### config.mk
export PLATFORM = sky130hd
export DESIGN_NAME = brc_iter
export DESIGN_NICKNAME = d
export VERILOG_FILES = /design/src/rtl/brc_pkg.sv /design/src/rtl/brc_slice_cmp.sv /design/src/rtl/brc_iter.sv
export SDC_FILE = /design/constraint.sdc
export NUM_CORES = 1
export LEC_CHECK = 0
export BUFFER_PORTS_ARGS = -buffer_cell sky130_fd_sc_hd__buf_2
export CELL_PAD_IN_SITES_DETAIL_PLACEMENT = 0
export CELL_PAD_IN_SITES_GLOBAL_PLACEMENT = 1
export CORE_ASPECT_RATIO = 1.25
export CORE_UTILIZATION = 38
export DETAILED_ROUTE_END_ITERATION = 8
export GPL_TIMING_DRIVEN = 0
export PLACE_DENSITY = 0.85
export RECOVER_POWER = 25
export SETUP_SLACK_MARGIN = 0.05
export SLEW_MARGIN = 20
export SYNTH_ARGS = -nofsm -noshare
export SYNTH_HDL_FRONTEND = slang
export SYNTH_HIERARCHICAL = 1
export SYNTH_SLANG_ARGS = --single-unit
### constraint.sdc
create_clock -name i_clk -period 5.45 [get_ports i_clk]
set_clock_uncertainty 0.1 [all_clocks]
set_input_delay 0.545 -clock i_clk [delete_from_list [all_inputs] [get_ports i_clk]]
set_output_delay 0.545 -clock i_clk [all_outputs]
set_load 0.02 [all_outputs]
### src/rtl/brc_pkg.sv
// Shared types and the funct3 taken decode for the iterative branch comparator.
package brc_pkg;

    typedef enum logic [2:0] {
        BEQ  = 3'b000,
        BNE  = 3'b001,
        BLT  = 3'b100,
        BGE  = 3'b101,
        BLTU = 3'b110,
        BGEU = 3'b111
    } br_op_e;

    typedef enum logic [1:0] {
        IDLE = 2'd0,
        CMP  = 2'd1,
        DONE = 2'd2
    } brc_state_e;

    // Reserved encodings 010/011 never take the branch.
    function automatic logic br_taken(input logic [2:0] op, input logic less, input logic equal);
        case (op)
            BEQ:        return equal;
            BNE:        return !equal;
            BLT, BLTU:  return less;
            BGE, BGEU:  return !less;
            default:    return 1'b0;
        endcase
    endfunction

endpackage

### src/rtl/brc_slice_cmp.sv
// Combinational CHUNK_W-bit slice compare; the top slice of a signed op has its MSB flipped.
module brc_slice_cmp #(
    parameter int CHUNK_W = 8
) (
    input  logic [CHUNK_W-1:0] a_i,
    input  logic [CHUNK_W-1:0] b_i,
    input  logic               is_msb_signed_i,
    output logic               lt_o,
    output logic               eq_o
);

    logic [CHUNK_W-1:0] flip;
    logic [CHUNK_W-1:0] a_m;
    logic [CHUNK_W-1:0] b_m;

    // Flipping the sign bit maps two's-complement order onto unsigned order.
    assign flip = CHUNK_W'(is_msb_signed_i) << (CHUNK_W - 1);
    assign a_m  = a_i ^ flip;
    assign b_m  = b_i ^ flip;
    assign lt_o = (a_m < b_m);
    assign eq_o = (a_i == b_i);

endmodule

### src/rtl/brc_iter.sv
// Multi-cycle branch comparator: scans operands MSB slice first, optional early exit on first difference.
module brc_iter
    import brc_pkg::*;
#(
    parameter int DATA_W     = 32,
    parameter int CHUNK_W    = 8,
    parameter bit EARLY_EXIT = 1'b1
) (
    input  logic              i_clk,
    input  logic              i_rst_n,
    input  logic              i_flush,
    input  logic              i_valid,
    output logic              o_ready,
    input  logic [DATA_W-1:0] i_rs1_data,
    input  logic [DATA_W-1:0] i_rs2_data,
    input  logic [2:0]        i_br_op,
    output logic              o_valid,
    input  logic              i_ready,
    output logic              o_br_less,
    output logic              o_br_equal,
    output logic              o_br_taken
);

    localparam int NCHUNK = DATA_W / CHUNK_W;
    localparam int CNT_W  = (NCHUNK > 1) ? $clog2(NCHUNK) : 1;
    localparam logic [CNT_W-1:0] LAST = CNT_W'(NCHUNK - 1);

    brc_state_e        state_q;
    logic [CNT_W-1:0]  cnt_q;
    logic [DATA_W-1:0] a_q;
    logic [DATA_W-1:0] b_q;
    logic [2:0]        op_q;
    logic              decided_q;
    logic              less_q;
    logic              valid_q;
    logic              br_less_q;
    logic              br_equal_q;
    logic              br_taken_q;

    logic              slice_lt;
    logic              slice_eq;
    logic              signed_top;
    logic              decided_d;
    logic              less_d;
    logic              finish;
    logic              accept;

    // Operands shift left each CMP cycle, so the slice under test is always the top one.
    assign signed_top = !op_q[1] && (cnt_q == '0);

    brc_slice_cmp #(.CHUNK_W(CHUNK_W)) u_slice (
        .a_i             (a_q[DATA_W-1 -: CHUNK_W]),
        .b_i             (b_q[DATA_W-1 -: CHUNK_W]),
        .is_msb_signed_i (signed_top),
        .lt_o            (slice_lt),
        .eq_o            (slice_eq)
    );

    assign decided_d = decided_q | ~slice_eq;
    assign less_d    = decided_q ? less_q : (~slice_eq & slice_lt);
    assign finish    = (decided_d & EARLY_EXIT) | (cnt_q == LAST);
    assign accept    = (state_q == IDLE) & i_valid & ~i_flush;

    always_ff @(posedge i_clk) begin
        if (accept) begin
            a_q  <= i_rs1_data;
            b_q  <= i_rs2_data;
            op_q <= i_br_op;
        end else if (state_q == CMP) begin
            a_q  <= a_q << CHUNK_W;
            b_q  <= b_q << CHUNK_W;
        end
    end

    always_ff @(posedge i_clk or negedge i_rst_n) begin
        if (!i_rst_n) begin
            state_q    <= IDLE;
            cnt_q      <= '0;
            decided_q  <= 1'b0;
            less_q     <= 1'b0;
            valid_q    <= 1'b0;
            br_less_q  <= 1'b0;
            br_equal_q <= 1'b0;
            br_taken_q <= 1'b0;
        end else if (i_flush) begin
            state_q <= IDLE;
            valid_q <= 1'b0;
        end else begin
            case (state_q)
                IDLE: begin
                    if (i_valid) begin
                        state_q   <= CMP;
                        cnt_q     <= '0;
                        decided_q <= 1'b0;
                        less_q    <= 1'b0;
                    end
                end
                CMP: begin
                    decided_q <= decided_d;
                    less_q    <= less_d;
                    if (finish) begin
                        state_q    <= DONE;
                        valid_q    <= 1'b1;
                        br_less_q  <= less_d;
                        br_equal_q <= ~decided_d;
                        br_taken_q <= br_taken(op_q, less_d, ~decided_d);
                    end else begin
                        cnt_q <= cnt_q + CNT_W'(1);
                    end
                end
                DONE: begin
                    if (i_ready) begin
                        state_q <= IDLE;
                        valid_q <= 1'b0;
                    end
                end
                default: state_q <= IDLE;
            endcase
        end
    end

    assign o_ready    = (state_q == IDLE);
    assign o_valid    = valid_q;
    assign o_br_less  = br_less_q;
    assign o_br_equal = br_equal_q;
    assign o_br_taken = br_taken_q;

endmodule

Yosys cells after proc, flatten, opt, wreduce, memory -nomap -nowiden
Cells that the tools add are included.

cells by class
  bitwise gates (word level) = 10
  equal/unequal tests = 14
  order comparisons = 1
  reductions and logical operators = 16
  multiplexer cells = 21
  add/subtract/negate cells = 1

operators with widths
  cell                  count
  $mux W32              4
  $xor A8 B8 Y8         2
  $eq A3 B3 Y1 const B  4
  $mux W2               6
  $reduce_and A3 Y1     4
  $ne A3 B3 Y1 const B  3
  $eq A8 B8 Y1          1
  $lt A8 B8 Y1          1
  $pmux W1 S2           3
  $pmux W2 S3           1
  $mux W1               5
  $eq A2 B2 Y1 const B  2
  $logic_not A2 Y1      2
  $ne A2 B2 Y1 const B  2
  $pmux W1 S4           1
  $pmux W2 S2           1
  $reduce_and A4 Y1     1
  $reduce_bool A2 Y1    2
  $reduce_or A2 Y1      2
  $and A1 B1 Y1         3
  $eq A3 B1 Y1 const B  1
  $logic_not A3 Y1      1
  $not A1 Y1            3
  $reduce_bool A3 Y1    1
  5 further kinds       7

storage, ports and cells
  bits in registers = 77

Logic depth before layout (Yosys ltp)
  depth after elaboration = 8
  depth in mapped cells = 9
  mapped depth without buffers = 9

Cells and area by module
Netlist, hierarchy kept.

by module, submodules not included
  module         seq. area each (um^2)  cells an instance  area each (um^2)  times used
  brc_iter       2262.2                 297                3290.7            1
  brc_slice_cmp  0.0                    33                 220.2             1

Least setup slack after synthesis
OpenSTA, ideal clock, no wires.

  path kind = reg-to-reg
  from = register state_q[0]
  to = register a_q[0] (enable)
  path slack = -0.206 ns
  stages on the path, launching flop included = 3
  required time = 4.776 ns
  arrival time = 4.982 ns
  clock period less this slack = 5.656 ns
  library setup time = 0.574 ns
  cells stage by stage = dfrtp_1 > inv_1 > o21ai_0

on the way
  word-level cells in the longest chain between the ends = 4
  elaborated cells on any way between the ends = 5
  those cells by class = 1 x eq/ne; 2 x bitwise; 2 x reduce/logical

RTL lines
  element                                RTL line        RTL
  start: declaration                     brc_iter.sv:28  brc_state_e state_q;
  start signal: assignment               brc_iter.sv:77  state_q <= IDLE;
  start signal: assignment               brc_iter.sv:86  state_q <= IDLE;
  start signal: assignment               brc_iter.sv:92  state_q <= CMP;
  $logic_not A2 Y1                       brc_iter.sv:62  assign accept = (state_q == IDLE) & i_valid & ~i_flush;
  $and A1 B1 Y1 (2 in a row)             brc_iter.sv:62
  $reduce_bool A2 Y1 (no source line) *  -
  end signal: assignment                 brc_iter.sv:66  a_q <= i_rs1_data;
  end signal: assignment                 brc_iter.sv:70  a_q <= a_q << CHUNK_W;
  end: declaration                       brc_iter.sv:30  logic [DATA_W-1:0] a_q;

Every way passes the cells marked *; elsewhere a longest branch is shown, timed or not.
A chain may end at the register's enable or synchronous reset.

Worst setup path after layout
  from = register a_q[29]
  to = register valid_q, in the netlist o_valid

on the way
  word-level cells in the longest chain between the ends = 6

RTL lines
  element                             RTL line             RTL
  $eq A8 B8 Y1                        brc_slice_cmp.sv:21  assign eq_o = (a_i == b_i);
  named net slice_eq                  brc_iter.sv:41       logic slice_eq;
  $not A1 Y1                          brc_iter.sv:59       assign decided_d = decided_q | ~slice_eq;
  $or A1 B1 Y1                        brc_iter.sv:59
  $or A1 B1 Y1                        brc_iter.sv:61       assign finish = (decided_d & EARLY_EXIT) | (cnt_q == LAST);
  $ne A3 B3 Y1 (no source line)       -
  $reduce_and A3 Y1 (no source line)  -
  end signal: assignment              brc_iter.sv:81       valid_q <= 1'b0;
  end signal: assignment              brc_iter.sv:87       valid_q <= 1'b0;
  end signal: assignment              brc_iter.sv:103      valid_q <= 1'b1;
  end: declaration                    brc_iter.sv:35       logic valid_q;

The timed path passes the listed nets, and every way through them passes these cells.

==> impl_results.md <==
- Reg-to-reg startpoint: a_q[29]$_DFFE_PP_
- PD cells: 298.0 nW/um^2
- Post-synthesis simple-gate area fraction: 23.81%
- Netlist cell types: 36
- # Max-Cap Violations: 0
- CTS tree: yes
- Worst path cell trace: ha_1, nand2_1, nor4_1, nor3b_2, nor2_1, o21ai_0, a21oi_1
- Area of the mapped netlist: 3511 sq um
- H-tree Lvls: 3
- Placeable Area: 8843 sq um
- CP Launch Point: a_q[29]$_DFFE_PP_
- Clock Sinks: 77
- Hold_buf cts: 1
- Initial Util: 39.70%
- Largest net degree at the start of global routing: 27
- Fin. Hold Viols: 0
- P_leak: 1.896 nW
- Vias per cell: 4.452
- Slew headroom: 51.27%
- Crit path buffers/inverters: 0
- Count of pins over their slew limit: 0
- WP data arrival: 2.58 ns
- Adder-Cell Fraction of Synth Area: 3.207%
- Post-Synth XOR/XNOR Area: 0.7484%
- Area post-placement: 4108 sq um
- Final core occ: 47.81%
- Min-Delay Path Class: input port to flip-flop
- Synth-to-Final Area Change: 20.42%
- Gr usage total: 15.60%
- Final setup fails: 0
- Die W: 87.97 um
- Status: finished, final reports clean
- FP Rows: 38
- Ranking of synthesized cells by area: edfxtp_1 (57%), nand2_1 (16%), dfrtp_1 (7.1%)
- Synthesized netlist cell count: 330
- Synth Area in Compound Gates: 3.635%
- Final period util: 44.98%
- Final TNS setup: 0 ns
- Gpl congestion: 0.7435
- Layout cells sized above 1: 21.93%
- Root buffer cell: clkbuf_8
- Antenna Nets Post-Route: 0
- Post-synth top area share: 57.31%
- Main combinational cell family by area after synthesis: simple AND/OR/NAND/NOR gates
- DRT iter0 DRCs: 115
- Worst Hold Launch: i_br_op[0]
- Worst-path fanout max: 5
- Register bit total from synthesis: 77
- YS warnings: 6
- Layout fillers: 874
- CTS max path bufs: 2
- Slew @ Worst Pin: 0.7242 ns
- CP peak stage delay: 0.64 ns
- Total congestion overflow: 0
- Die height: 109.5 um
- CTS clk-pin slew, worst paths: 0.07 ns
- Ports: 77
- Post-synthesis sequential area ratio: 64.43%
- Critical Path RT: 5.58 ns
- Syn nets: 411
- Unrepaired setup endpoints after global routing: false
- Worst setup EP type: flip-flop
- # DRC: 0
- Clock latency on the worst-skew pair: 0.35 ns
- Initial antenna violation count: 0
- Post-Syn Area per Cell: 10.64 sq um
- Number of global-route vias before repair: 2434
- CTS resizes: 0
- IO Port Bufs: 76
- Setup crit start kind: flip-flop
- Post-Layout Inst Area: 4228 sq um
- Nets: 501
- Mux share of post-synthesis cell area: 0.2851%
- First-pass GRT wire length: 10900 um
- Routed WL: 6585 um
- Final worst path period need: 2.451 ns
- CP max-delay cell: nor4_1
- Peak supply drop: 0.0001707 V
- DP HPWL: 5002 um
- Drt pass-1 iters: 4
- Drt wl/cell: 12.10 um
- Crit-path leading delay family: simple AND/OR/NAND/NOR gates
- Post-CTS Setup Bufs: 0
- Cell taking the most area after synthesis: edfxtp_1
- Ant diodes: 0
- CP Class: flip-flop to flip-flop
- Total CTS buffers: 9
- Vias: 2422
- Fmax: 0.4080 GHz
- Die Footprint: 9630 sq um
## where the power goes
part           leakage, nW  internal, mW  switching, mW
combinational         1.04        0.0756          0.105
sequential           0.782         0.713         0.0209
clock               0.0757         0.158          0.189
total                 1.90         0.946          0.314
## Yosys cell counts
master      n
inv_2       1
nand3b_2    1
nand4b_1    1
o21ai_1     5
nor3b_1     1
edfxtp_1   67
dfrtp_1    10
or3b_4      1
nand2b_1    1
clkbuf_1    3
nor2b_1     2
and2_1     16
nand3_1     1
nand2_1   154
o211ai_1    1
a22oi_1     1
mux2i_1     1
clkbuf_2    1
ha_1        9
a21boi_1    1
xor2_1      1
o21ai_0     3
nor2_4      1
buf_2       3
nor4_1      1
inv_1      12
nor2_2      1
nor3b_2     2
buf_6       5
xnor2_1     2
a211o_1     1
nor2_1     10
or3b_1      1
a221oi_2    1
a21oi_1     7
a31oi_1     1
## stage by stage
| stage | total power, mW | setup slack [ns] | hold WS [ns] | std cells |
|---|---|---|---|---|
| floorplan | 0.8606 | 1.520 | 0.1494 | 330 |
| global placement | 0.9226 | 0.5460 | 0.3183 | 526 |
| detailed placement | 0.9349 | 2.970 | 0.3232 | 528 |
| CTS | 1.282 | 2.963 | 0.2583 | 544 |
| global route | 1.330 | 2.795 | 0.2521 | 544 |
| finish | 1.260 | 2.999 | 0.2758 | 544 |
## path summary, 6_finish.rpt
path | slack (ns) | depth (start not counted) | end
min in group asynchronous | 0.59 | 2 | o_br_equal$_DFFE_PN0P_
max reg2reg | 3.00 | 7 | o_valid$_DFFE_PN0P_
max in group asynchronous | 4.30 | 2 | less_q$_DFFE_PN0P_
min | 0.28 | 1 | op_q[0]$_DFFE_PP_
min reg2reg | 0.40 | 2 | o_br_less$_DFFE_PN0P_
max | 3.00 | 7 | o_valid$_DFFE_PN0P_
## area by class of cell
class | count | area [sq um] | area share [%]
Clock inverter | 4 | 16.27 | 0.3847
Inverter | 13 | 48.80 | 1.154
Buffer | 12 | 62.56 | 1.480
Sequential cell | 77 | 2262 | 53.51
Tap cell | 120 | 150.1 | 3.551
Clock buffer | 11 | 131.4 | 3.107
Multi-Input combinational cell | 228 | 1117 | 26.43
Timing Repair Buffer | 79 | 439.2 | 10.39
## cells by family (layout without fill, tap and decap cells)
group,after synthesis,count (layout)
adder cells (fa/ha/maj),9,9
XOR/XNOR,3,3
multiplexers,1,1
flip-flops,77,77
AND/OR/NAND/NOR,194,194
buffers and inverters,25,119
AO/OA/AOI/OAI,21,21
## metal layers
metal | routed length, um | up-vias | share of wire, % | global-route usage, %
met5 | 0 | - | 0 | 0
met4 | 81 | 0 | 1.2 | 6.674
met3 | 319 | 6 | 4.8 | 5.180
met2 | 3537 | 55 | 54 | 28.02
met1 | 2646 | 1093 | 40 | 16.50
li1 | - | 1268 | - | -
## flip-flops by register name, summed over array words and instances (netlist names)
| name | cells |
|---|---|
| less_q | 1 |
| o_valid | 1 |
| b_q | 32 |
| o_br_taken | 1 |
| decided_q | 1 |
| state_q | 2 |
| a_q | 32 |
| cnt_q | 2 |
| o_br_equal | 1 |
| op_q | 3 |
| o_br_less | 1 |
## placed cells by master, fill, tap and decap left out, drive strengths merged, types with 8 or more instances in the layout
master | netlist | routed
ha | 9 | 9
nor2 | 12 | 12
dfrtp | 10 | 10
buf | 8 | 77
nand2 | 154 | 154
o21ai | 8 | 8
edfxtp | 67 | 67
and2 | 16 | 16
inv | 13 | 13
clkbuf | 4 | 24
(Power assumes the default switching activity.)
